File: src/rtl/serial_add_n.sv
// Bit-serial ripple-carry adder: one full-adder cell reused over WIDTH cycles, LSB first.
// Start/ready/done handshake, one operation in flight; S/Cout hold the last result.
module serial_add_n #(
    parameter int unsigned WIDTH = 3
) (
    input  logic             clk,
    input  logic             rst,
    input  logic             start,
    input  logic             cin,
    input  logic [WIDTH-1:0] A,
    input  logic [WIDTH-1:0] B,
    output logic             ready,
    output logic             done,
    output logic [WIDTH-1:0] S,
    output logic             Cout
);

    localparam int unsigned CNT_W = $clog2(WIDTH + 1);
    localparam logic [CNT_W-1:0] LAST = CNT_W'(WIDTH - 1);

    typedef enum logic [1:0] {
        ST_IDLE = 2'd0,
        ST_RUN  = 2'd1,
        ST_DONE = 2'd2
    } state_t;

    state_t             r_state;
    logic [WIDTH-1:0]   r_a;
    logic [WIDTH-1:0]   r_b;
    logic [WIDTH-1:0]   r_sum;
    logic [CNT_W-1:0]   r_cnt;
    logic               r_c;
    logic               r_done;
    logic [WIDTH-1:0]   r_s;
    logic               r_cout;

    logic               w_sum_bit;
    logic               w_c_next;
    logic [WIDTH-1:0]   w_sum_next;

    // Single full-adder cell on the current LSBs and the registered carry.
    assign w_sum_bit  = r_a[0] ^ r_b[0] ^ r_c;
    assign w_c_next   = (r_a[0] & r_b[0]) | (r_c & (r_a[0] ^ r_b[0]));
    assign w_sum_next = (r_sum >> 1) | (WIDTH'(w_sum_bit) << (WIDTH - 1));

    always_ff @(posedge clk) begin
        if (rst) begin
            r_state <= ST_IDLE;
            r_a     <= '0;
            r_b     <= '0;
            r_sum   <= '0;
            r_cnt   <= '0;
            r_c     <= 1'b0;
            r_done  <= 1'b0;
            r_s     <= '0;
            r_cout  <= 1'b0;
        end else begin
            r_done <= 1'b0;
            case (r_state)
                ST_IDLE: begin
                    if (start) begin
                        r_a     <= A;
                        r_b     <= B;
                        r_c     <= cin;
                        r_sum   <= '0;
                        r_cnt   <= '0;
                        r_state <= ST_RUN;
                    end
                end
                ST_RUN: begin
                    r_a   <= r_a >> 1;
                    r_b   <= r_b >> 1;
                    r_c   <= w_c_next;
                    r_sum <= w_sum_next;
                    r_cnt <= r_cnt + CNT_W'(1);
                    // Last bit: publish the completed sum and carry together with done.
                    if (r_cnt == LAST) begin
                        r_s     <= w_sum_next;
                        r_cout  <= w_c_next;
                        r_done  <= 1'b1;
                        r_state <= ST_DONE;
                    end
                end
                ST_DONE: begin
                    r_state <= ST_IDLE;
                end
                default: begin
                    r_state <= ST_IDLE;
                end
            endcase
        end
    end

    assign ready = (r_state == ST_IDLE);
    assign done  = r_done;
    assign S     = r_s;
    assign Cout  = r_cout;

endmodule

File: config.mk
export PLATFORM = sky130hd
export DESIGN_NAME = serial_add_n
export DESIGN_NICKNAME = d
export VERILOG_FILES = /design/src/rtl/serial_add_n.sv
export SDC_FILE = /design/constraint.sdc
export NUM_CORES = 1
export LEC_CHECK = 0
export CELL_PAD_IN_SITES_DETAIL_PLACEMENT = 0
export CELL_PAD_IN_SITES_GLOBAL_PLACEMENT = 1
export CORE_MARGIN = 2
export CORE_UTILIZATION = 35
export DETAILED_ROUTE_END_ITERATION = 8
export PLACE_DENSITY = 0.81
export SLEW_MARGIN = 20
export SYNTH_ARGS = -nofsm -noshare
export SYNTH_HDL_FRONTEND = slang
export SYNTH_SLANG_ARGS = --single-unit
File: constraint.sdc
create_clock -name clk -period 1.93 [get_ports clk]
set_input_delay 0.193 -clock clk [delete_from_list [all_inputs] [get_ports clk]]
set_output_delay 0.193 -clock clk [all_outputs]
set_load 0.01 [all_outputs]
== Word-level counts from Yosys, hierarchy flattened ==
Index checks and enable logic that the tools add are counted.
Word-level totals
  register bits after elaboration: 19
  input port bits: 10
  output and inout bits: 6
  word-level logic and storage cells: 41
Operators by class
  add/subtract/negate cells: 1
  equal/unequal tests: 4
  mux-type cells: 14
  bitwise operators: 7
  reduce and logical (&&, ||, !) cells: 6
Operator list (number)
  case mux 3 bit (2 select lines): 3
  2-to-1 mux 3 bit: 3
  case mux 2 bit (2 select lines): 2
  2-to-1 mux 2 bit: 3
  AND reduction 2 bit: 3
  != test 2 bit (second input constant): 2
  bitwise OR 2 x 3 -> 3 bit: 1
  adder 2 x 1 -> 2 bit (second input constant): 1
  bitwise AND 1 bit: 2
  equality test 2 x 1 -> 1 bit (second input constant): 1
  equality test 2 bit (second input constant): 1
  logical NOT 2 bit: 1
  2-to-1 mux 1 bit: 2
  case mux 1 bit (2 select lines): 1
  nonzero test 2 bit: 1
  OR reduction 2 bit: 1
  bitwise XOR 1 bit: 2
  inverter 1 bit: 1
  bitwise OR 1 bit: 1

== Longest topological paths before layout ==
  depth after elaboration: 4
  depth in mapped cells: 5
  depth with buffers taken out: 5

== Worst setup path before layout ==
OpenSTA, ideal clock, no wires.
  path kind: reg-to-reg
  start point: reg r_a[0]
  end point: reg r_sum[2]
  library setup time: 0.117 ns
  arrival: 0.986 ns
  required time: 1.813 ns
  setup slack: 0.826 ns
  stages on the path, launching flop included: 4
  path buffers: 0
  clock period less this slack: 1.104 ns
  path through: dfxtp_1 -> fa_1 -> a22oi_1 -> nor2_1
On the way
  cells in the longest elaborated chain, start to end: 4
RTL lines
  start: declaration: RTL line 28  | logic [WIDTH-1:0] r_a;
  start signal: assignment: RTL line 71  | r_a <= r_a >> 1;
  bitwise XOR 1 bit (2 in series): RTL line 42  | assign w_sum_bit = r_a[0] ^ r_b[0] ^ r_c;
  via w_sum_bit: RTL line 37  | logic w_sum_bit;
  bitwise OR 2 x 3 -> 3 bit: RTL line 44  | assign w_sum_next = (r_sum >> 1) | (WIDTH'(w_sum_bit) << (WIDTH - 1));
  case mux 3 bit (2 select lines): RTL line 59  | case (r_state)
  end signal: assignment: RTL line 74  | r_sum <= w_sum_next;
  end: declaration: RTL line 30  | logic [WIDTH-1:0] r_sum;
The timed path passes the listed nets, and every way through them passes these cells.
A chain may end at the register's enable or synchronous reset.

== Worst setup path in the final report ==
  start point: reg r_state[1]
  end point: out ready
On the way
  cells in the longest elaborated chain, start to end: 1
RTL lines
  start: declaration: RTL line 27  | state_t r_state;
  start signal: assignment: RTL line 48  | r_state <= ST_IDLE;
  start signal: assignment: RTL line 67  | r_state <= ST_RUN;
  start signal: assignment: RTL line 81  | r_state <= ST_DONE;
  logical NOT 2 bit: RTL line 94  | assign ready = (r_state == ST_IDLE);
  end: declaration: RTL line 12  | output logic ready,
No other way between the ends.

==> impl_metrics.ini <==
[run_status]
status = complete, no violations

[synthesis]
synth.ff_latch_count = 18
syn_avg_cell_area_um2 = 10.0
synthTopCellsByCount = dfxtp_1, nor2_1, a21oi_1, mux2i_1
synth_cell_type_count = 27
synth_ff_type = dfxtp_1
synth_area_leader_cell = dfxtp_1
synthArstFlopShare_pct = 0
synth_top_cell_area_share_pct = 43.9
syn-cell-area_um2 = 821
yosysMostFrequentCell = dfxtp_1
yosysSeqAreaShare_pct = 43.9
yosys-top-cells-area = dfxtp_1, mux2i_1, nor2_1
synth_edf_count = 0
ys.warnings.count = 0
postSynthCellCount = 82
synth_nets = 94

[critical_path]
cp_max_fo = 14
crit_required_ns = 1.74
arrival_ns = 1.44
crit_type = reg -> out
critPathCaptureType = primary output
reg2reg_depth = 4
startpoint_type = flip-flop

[die]
die_h_um = 52.4
rows = 17
start_util_pct = 37.1
core_region_area_um2 = 2210
die_area_um2 = 2750
die_w_um = 52.4
io-pin-count = 16

[grt]
antenna_found_initial = 0
grt_util_met2_pct = 19.2
grt.busiest_layer = met2
met1_usage_pct = 13.3
grt_pass1_wl_um = 2310
grt_pass1_vias = 541
grt_max_degree = 19
met3_usage_pct = 2.57
gr-total-overflow = 0
grt_usage_pct = 11.6

[finish]
n_antenna_cell = 0
num-fill-cells = 232
multi_input_area_um2 = 412
drive_gt1_share_pct = 17.5
seq_area_um2 = 360
syn2layout_area_growth_pct = 23.8
final_nets = 110

[clock_tree]
clkSinkCount = 18
clock_latency_ns = 0.29
post_cts.repair.setup_buffers = 0
postCtsHoldBufs = 0
cts_made_buffers = 3
clk_path_buf_depth = 2
root_buffer = clkbuf_4
cts.clk_slew.worst_paths_ns = 0.10
cts_tree = yes
h-tree-depth = 1
cts.repair.resized = 0

[timing]
whs_ns = 0.457
max_clock_freq_ghz = 0.612
setup_viol = 0
post-route-period-util_pct = 84.6
fin_skew_ns = 0.00400
finalCriticalPeriod_ns = 1.63
slew_violations = 0
rsz0062_at_grt = no
setup_tns_ns = 0
hold_violations = 0
worst_pin_slew_ns = 0.428
slew_headroom_pct = 71.4

[route]
vias = 609
via_per_inst = 4.87
drc = 0
firstDrtPassIters = 5
drt-initial-drc-count = 11
wl_per_cell_um = 11.1
routed_wl_um = 1390
drt.antenna.violating_nets = 0

[placement]
dpl.hpwl_um = 1020
gp_congestion = 0.671
port_buffers = 15

[min_path]
min_path_type = reg -> reg
holdPathStages = 2

[pwr]
p_per_area_nw_per_um2 = 732
p_leak_nw = 0.367
ir_worst_vdd_mv = 0.451

[job]
maxCapViolations = 0
per-stage QoR:
step	area (µm²)	power, mW	worst slack (ns)	utilization [%]	std cells
final	1020	0.743	0.297	45.9	125
after global routing	1020	0.781	0.205	45.9	125
after CTS	1020	0.756	0.278	45.9	125
after detailed placement	980	0.528	0.373	44.3	121
after global placement	980	0.525	0.439	44.3	121
after floorplan	821	0.493	0.826	-	82
routing by layer:
layer / part of all wire [%] / vias to the layer above / routed length (µm)
li1: - / 315 / -
met1: 45 / 279 / 623
met2: 50 / 11 / 693
met3: 3.5 / 4 / 49
met4: 1.9 / 0 / 26
met5: 0 / - / 0
kinds of logic (layout without fill, tap and decap cells):
family | after synthesis | count (layout) | synth area share (%)
mux | 5 | 5 | 6.10
fa+ha+maj | 2 | 2 | 3.96
buf+inv | 8 | 23 | 5.94
compound gates | 16 | 16 | 14.5
flops | 18 | 18 | 43.9
simple gates | 33 | 33 | 25.6
cells in the final DEF (no fill, tap or decap), drive strengths merged, types with 2 or more instances in the layout:
| cell | n |
|---|---|
| dfxtp | 18 |
| nor4b | 2 |
| a22oi | 2 |
| clkbuf | 4 |
| a21oi | 6 |
| nand2 | 4 |
| nor2 | 14 |
| o21ai | 2 |
| buf | 2 |
| a211oi | 3 |
| clkdlybuf4s50 | 15 |
| nand3 | 4 |
| inv | 2 |
| nor4 | 2 |
| mux2i | 5 |
| nand4bb | 2 |
final cells by class:
type	count	area share [%]
clock buffers	4	3.57
well taps	28	3.45
multi-input cells	56	40.5
inverters	2	0.739
flip-flops and latches	18	35.5
repair buffers	17	16.3
worst paths after layout:
path         startpoint  slack, ns      to
max          r_state[1]       0.30   ready
max reg2reg  r_state[0]       0.46  r_b[0]
min reg2reg        S[1]       0.46    S[1]
min                S[1]       0.46    S[1]
where the power goes:
part	switching [mW]	total (mW)	internal (mW)
sequential	0.0164	0.406	0.390
combinational	0.0511	0.111	0.0601
clock	0.111	0.226	0.115
total	0.179	0.743	0.565
worst max-delay path, stage by stage (launching register included):
cell             delay, ns
dfxtp_1               0.60
nor2_1                0.07
clkdlybuf4s50_1       0.49
sequential cells by signal, summed over array words and instances, names as in the netlist, 2 cells and up:
signal / cells
S: 3
r_a: 3
r_b: 3
r_cnt: 2
r_state: 2
r_sum: 2
Power figures use the tool's default switching activity.
